===== src/rtl/lut_sched_pkg.sv =====
// Shared types and helpers for the time-multiplexed LUT layer scheduler.
// The map-field helper pulls one fan-in index out of a packed connectivity word.
package lut_sched_pkg;

   typedef enum logic [1:0] {
      IDLE = 2'd0,
      BUSY = 2'd1,
      DONE = 2'd2
   } state_t;

   localparam int unsigned MAP_MAX = 256;

   function automatic int unsigned tt_width(input int unsigned fanin);
      return 32'd1 << fanin;
   endfunction

   function automatic logic [31:0] map_field(input logic [MAP_MAX-1:0] map,
                                             input int unsigned       j,
                                             input int unsigned       w);
      return 32'(map >> (j * w)) & ((32'd1 << w) - 32'd1);
   endfunction

endpackage


===== src/rtl/lut_neuron_bank.sv =====
// Truth-table and fan-in map storage for every neuron, with a single
// combinational read port that evaluates one neuron against a vector.
module lut_neuron_bank
   import lut_sched_pkg::*;
#(
   parameter int unsigned NUM_NEURONS = 16,
   parameter int unsigned FANIN       = 6,
   parameter int unsigned IN_WIDTH    = 32,
   parameter int unsigned IDX_W       = $clog2(IN_WIDTH),
   parameter int unsigned NID_W       = $clog2(NUM_NEURONS),
   parameter int unsigned TT_W        = tt_width(FANIN),
   parameter int unsigned MAP_W       = FANIN * IDX_W
) (
   input  logic                clk,
   input  logic                rst_n,
   input  logic                tt_we,
   input  logic                map_we,
   input  logic [NID_W-1:0]    wr_nid,
   input  logic [TT_W-1:0]     tt_data,
   input  logic [MAP_W-1:0]    map_data,
   input  logic [NID_W-1:0]    rd_nid,
   input  logic [IN_WIDTH-1:0] rd_vec,
   output logic                rd_bit
);

   logic [TT_W-1:0]  tt_r  [NUM_NEURONS];
   logic [MAP_W-1:0] map_r [NUM_NEURONS];

   logic [MAP_W-1:0] rd_map_s;
   logic [IDX_W-1:0] idx_s;
   logic [FANIN-1:0] addr_s;

   // Table storage: cleared on reset, written only with pre-qualified strobes
   always_ff @(posedge clk) begin
      if (!rst_n) begin
         for (int k = 0; k < NUM_NEURONS; k++) begin
            tt_r[k]  <= '0;
            map_r[k] <= '0;
         end
      end else begin
         if (tt_we) begin
            tt_r[wr_nid] <= tt_data;
         end
         if (map_we) begin
            map_r[wr_nid] <= map_data;
         end
      end
   end

   // Shared read path: gather the address through the map, then look up the table
   always_comb begin
      rd_map_s = map_r[rd_nid];
      idx_s    = '0;
      addr_s   = '0;
      for (int j = 0; j < FANIN; j++) begin
         idx_s = IDX_W'(map_field(MAP_MAX'(rd_map_s), j, IDX_W));
         if (32'(idx_s) < IN_WIDTH) begin
            addr_s[j] = rd_vec[idx_s];
         end else begin
            addr_s[j] = 1'b0;
         end
      end
      rd_bit = tt_r[rd_nid][addr_s];
   end

endmodule


===== src/rtl/lut_layer_scheduler.sv =====
// One LogicNets-style layer evaluated one neuron per cycle through a shared
// LUT read path; handles the input/output handshakes and runtime config writes.
module lut_layer_scheduler
   import lut_sched_pkg::*;
#(
   parameter int unsigned NUM_NEURONS = 16,
   parameter int unsigned FANIN       = 6,
   parameter int unsigned IN_WIDTH    = 32,
   parameter int unsigned IDX_W       = $clog2(IN_WIDTH),
   parameter int unsigned NID_W       = $clog2(NUM_NEURONS),
   parameter int unsigned TT_W        = tt_width(FANIN),
   parameter int unsigned MAP_W       = FANIN * IDX_W
) (
   input  logic                   clk,
   input  logic                   rst_n,
   input  logic                   in_valid,
   output logic                   in_ready,
   input  logic [IN_WIDTH-1:0]    in_vec,
   output logic                   out_valid,
   input  logic                   out_ready,
   output logic [NUM_NEURONS-1:0] out_vec,
   input  logic                   tt_we,
   input  logic                   map_we,
   input  logic [NID_W-1:0]       cfg_nid,
   input  logic [TT_W-1:0]        tt_data,
   input  logic [MAP_W-1:0]       map_data,
   output logic                   cfg_err
);

   state_t                   state_r;
   logic [NID_W-1:0]         cnt_r;
   logic [IN_WIDTH-1:0]      in_vec_q_r;
   logic [NUM_NEURONS-1:0]   out_vec_r;
   logic                     out_valid_r;
   logic                     cfg_err_r;

   logic                     in_ready_s;
   logic                     accept_s;
   logic                     last_s;
   logic                     cfg_req_s;
   logic                     nid_ok_s;
   logic                     cfg_ok_s;
   logic                     bank_bit_s;

   // A power-of-two layer cannot be addressed out of range
   if (NUM_NEURONS == (32'd1 << NID_W)) begin : g_nid_full
      assign nid_ok_s = 1'b1;
   end else begin : g_nid_part
      assign nid_ok_s = (32'(cfg_nid) < NUM_NEURONS);
   end

   assign cfg_req_s  = tt_we | map_we;
   assign cfg_ok_s   = (state_r == IDLE) & nid_ok_s;
   assign in_ready_s = rst_n & ((state_r == IDLE) | ((state_r == DONE) & out_ready));
   assign accept_s   = in_valid & in_ready_s;
   assign last_s     = (cnt_r == NID_W'(NUM_NEURONS - 1));

   lut_neuron_bank #(
      .NUM_NEURONS (NUM_NEURONS),
      .FANIN       (FANIN),
      .IN_WIDTH    (IN_WIDTH),
      .IDX_W       (IDX_W),
      .NID_W       (NID_W),
      .TT_W        (TT_W),
      .MAP_W       (MAP_W)
   ) u_bank (
      .clk      (clk),
      .rst_n    (rst_n),
      .tt_we    (tt_we & cfg_ok_s),
      .map_we   (map_we & cfg_ok_s),
      .wr_nid   (cfg_nid),
      .tt_data  (tt_data),
      .map_data (map_data),
      .rd_nid   (cnt_r),
      .rd_vec   (in_vec_q_r),
      .rd_bit   (bank_bit_s)
   );

   // Control FSM with neuron counter, output vector register and config error pulse
   always_ff @(posedge clk) begin
      if (!rst_n) begin
         state_r     <= IDLE;
         cnt_r       <= '0;
         in_vec_q_r  <= '0;
         out_vec_r   <= '0;
         out_valid_r <= 1'b0;
         cfg_err_r   <= 1'b0;
      end else begin
         cfg_err_r <= cfg_req_s & ~cfg_ok_s;
         case (state_r)
            IDLE: begin
               if (accept_s) begin
                  in_vec_q_r <= in_vec;
                  cnt_r      <= '0;
                  state_r    <= BUSY;
               end else begin
                  state_r    <= IDLE;
               end
            end
            BUSY: begin
               out_vec_r[cnt_r] <= bank_bit_s;
               if (last_s) begin
                  cnt_r       <= '0;
                  out_valid_r <= 1'b1;
                  state_r     <= DONE;
               end else begin
                  cnt_r       <= cnt_r + NID_W'(1);
                  state_r     <= BUSY;
               end
            end
            DONE: begin
               // Handoff: result leaves and the next vector enters on the same edge
               if (accept_s) begin
                  in_vec_q_r  <= in_vec;
                  cnt_r       <= '0;
                  out_valid_r <= 1'b0;
                  state_r     <= BUSY;
               end else if (out_ready) begin
                  out_valid_r <= 1'b0;
                  state_r     <= IDLE;
               end else begin
                  state_r     <= DONE;
               end
            end
            default: begin
               cnt_r       <= '0;
               out_valid_r <= 1'b0;
               state_r     <= IDLE;
            end
         endcase
      end
   end

   assign in_ready  = in_ready_s;
   assign out_valid = out_valid_r;
   assign out_vec   = out_vec_r;
   assign cfg_err   = cfg_err_r;

endmodule


===== config.mk =====
export PLATFORM = sky130hd
export DESIGN_NAME = lut_layer_scheduler
export DESIGN_NICKNAME = d
export VERILOG_FILES = /design/src/rtl/lut_sched_pkg.sv /design/src/rtl/lut_neuron_bank.sv /design/src/rtl/lut_layer_scheduler.sv
export SDC_FILE = /design/constraint.sdc
export NUM_CORES = 2
export LEC_CHECK = 0
export BUFFER_PORTS_ARGS = -buffer_cell sky130_fd_sc_hd__buf_2
export CAP_MARGIN = 20
export CORE_MARGIN = 10
export CORE_UTILIZATION = 38
export DETAILED_ROUTE_END_ITERATION = 10
export GPL_TIMING_DRIVEN = 0
export PLACE_DENSITY = 0.59
export SLEW_MARGIN = 10
export SYNTH_ARGS = -nofsm -noshare
export SYNTH_HDL_FRONTEND = slang
export SYNTH_SLANG_ARGS = --single-unit
export TNS_END_PERCENT = 50

===== constraint.sdc =====
create_clock -name clk -period 6.1 [get_ports clk]
set_input_delay 0.305 -clock clk [delete_from_list [all_inputs] [get_ports clk]]
set_output_delay 0.305 -clock clk [all_outputs]
set_load 0.05 [all_outputs]

==> reports/metrics.yaml <==
synth:
  synth_area_mm2: 0.0722
  synth_enable_flop_cells: 1504
  synth_cell_types: 64
  synthArstFlopShare_pct: 0
  ys_ff_latch: 1564
  yosys.area_share.simple_pct: 14.8
  synthTopCellsByCount: "and2_1 (1,514), edfxtp_1 (1,504), mux4_2 (487)"
  seq_area_frac_synth_pct: 64.2
  avgSynthCellArea_um2: 16.0
  synth-compound-area-share_pct: 1.93
  yosysMostFrequentCell: "and2_1"
  synthMuxAreaShare_pct: 16.3
  synth_xor_area_share_pct: 0.0243
  synth_warnings: 0
  yosys.area.top_type: "edfxtp_1"
  synth_area_leaders: "edfxtp_1 (63%), mux4_2 (15%), and2_1 (13%)"
  netlist.area_leader.share_pct: 62.5
  yosys.area_share.adder_pct: 0.0693
  ys.flop_type: "edfxtp_1"
  synth_top_family_by_area: "multiplexers"
  synthesis.nets: 4660
  postSynthCellCount: 4520
die:
  core_mm2: 0.188
  initial_core_util_pct: 38.3
  io_pins: 155
  die_w_um: 456
  fp.dieH_um: 456
  rows: 159
  fp.dieArea_mm2: 0.208
grt:
  grt_pass1_vias: 43500
  antenna_found_initial: 23
  track_usage_pct: 21.7
  grt_pass1_wl_um: 326000
  grt_max_degree: 37
  grt_overflow: 0
clock_tree:
  root_buffer: "clkbuf_16"
  cts.sinks: 1564
  worstSkewPairLatency_ps: 850
  cts-htree-levels: 4
  cts_tree: "done"
  clk_pin_slew_ps: 60
  numCtsBuffers: 168
  clockBufferDepth: 3
route:
  drc: 0
  drt_iter0_drc: 5916
  routed_wl_um: 230000
  routed_via_density: 5.57
  num_vias: 43000
  dr.pass1.iters: 6
  avgRoutedWirePerCell_um: 29.8
  ant_nets: 0
cells_and_area:
  fill_cells: 16400
  nets: 5222
  final_layout_size_suffix_gt1_share_pct: 22.5
  syn2layout_area_growth_pct: 18.2
  finish.utilization_pct: 45.3
timing:
  slew_violations: 0
  final_hold_viol_count: 0
  max_freq_ghz: 0.169
  setup_viol: 0
  final.min_clock_period_ps: 5900
  tightest_slew_ps: 1270
  period_share_pct: 96.8
  worst_clock_skew_ps: 55.1
  slew-limit-headroom_pct: 15.1
  tns_ps: 0
  rsz0062_at_grt: "no"
pwr:
  pwr_density_cell_mw_per_mm2: 290
  power.total_mw: 24.8
  ir_drop_v: 0.000320
  leakagePower_nw: 29.9
critical_path:
  reg2regPathDepth: 16
  critPathMaxStageDelay_ps: 570
  cp_slowest_cell: "mux4_2"
  cp.required_ps: 6790
  end_kind: "flop"
  cp_cell_sequence: "buf_2, clkbuf_4, buf_4, buf_2, buf_4, clkdlybuf4s15_2, clkbuf_2, mux4_2, mux4_2, a211oi_1, a211oi_1, a21oi_1, a32o_2, buf_12, buf_6, o31ai_2"
  crit_path_start_kind: "flop"
  crit_fanout: 10
  crit_type: "flop to flop"
  worstPathArrival_ps: 6590
run:
  maxCapViolCount: 0
run_status:
  outcome: "finished clean"
placement:
  io_buffers: 153
  globalplace.congestion: 0.848
  place_hpwl_um: 157000
worst_hold_path:
  hold_class: "input port to flop"
  hold_depth: 4
## metrics by stage
step	hold WS, ps	area [um^2]	setup WS (ps)	instances
after floorplan	450	72200	28.2	4520
after global placement	456	76100	-7310	7168
after detailed placement	454	78600	-1000	7263
after CTS	210	85200	27.7	7702
after global routing	291	85400	2.44	7716
final	279	85400	195	7720
## timing repair
| action | CTS | global route |
|---|---|---|
| cloned | 0 | 0 |
| setup endpoints to repair | 16 | 16 |
| hold endpoints to repair | 599 | 0 |
| setup buffers | 4 | 2 |
| pin swaps | 2 | 1 |
| hold buffers | 132 | 0 |
| resized for setup | 16 | 20 |
## registers in the layout, indices dropped and copies added, names as in the netlist, named ones only
name          flops
in_vec_q_r       32
cnt_r             4
out_valid         1
cfg_err           1
u_bank.map_r    480
state_r           2
u_bank.tt_r    1024
out_vec          16
## placed cells by master, fill, tap and decap left out, drive strengths merged, types with 30 or more instances in the layout
cell type    Yosys  routed
dlygate4sd3      0     132
buf             93     345
mux4           487     487
a21boi          32      32
and2          1514    1514
nand3           31      31
inv             23      31
nor2            50      50
mux2i           50      50
dfxtp           60      60
clkinv           1      64
nand2          120     120
edfxtp        1504    1504
clkbuf         304     533
o21ai           40      40
mux2            30      30
## path summary, 6_finish.rpt
kind	start	end	slack, ps
max	flop	out_vec[13]	200
min	in_valid	state_r[0]	280
max reg2reg	flop	out_vec[13]	200
min reg2reg	out_valid	out_valid	470
## worst max-delay path: cells and delay by family (launching register included)
family	cells	cell delay, ps
compound gates	5	1130
flops	1	310
buf+inv	9	3300
mux	2	970
## kinds of logic (layout without fill, tap and decap cells)
logic type	Yosys count	count (layout)
simple gates	1779	1779
flops	1564	1564
mux	567	567
buf+inv	421	1117
compound gates	183	183
fa+ha+maj	4	4
xor+xnor	2	2
other cells	0	9
## cell type report
class                   instances  area (um^2)  area share, %
diodes                          9         22.5         0.0264
plain buffers                 396         1890           2.21
clock buffers                 222         4450           5.21
clock inverters                82          704          0.825
inverters                      24         93.8          0.110
multi-input cells            2535        24400           28.5
flip-flops and latches       1564        46400           54.3
well taps                    2495         3120           3.66
repair buffers                393         4370           5.12
## where the power goes
group	leakage, nW	internal, mW	switching (mW)
Clock	2.48	5.34	4.44
Sequential	15.7	12.2	0.145
Combinational	11.7	1.09	1.53
## per-layer routing
layer	vias up	wire length, um	global-route usage [%]
met5	-	11	0
met4	2	7650	7.20
met3	425	20100	4.48
met2	2053	108000	34.6
met1	22500	94300	29.6
li1	18000	-	-
Power figures use the tool's default switching activity.
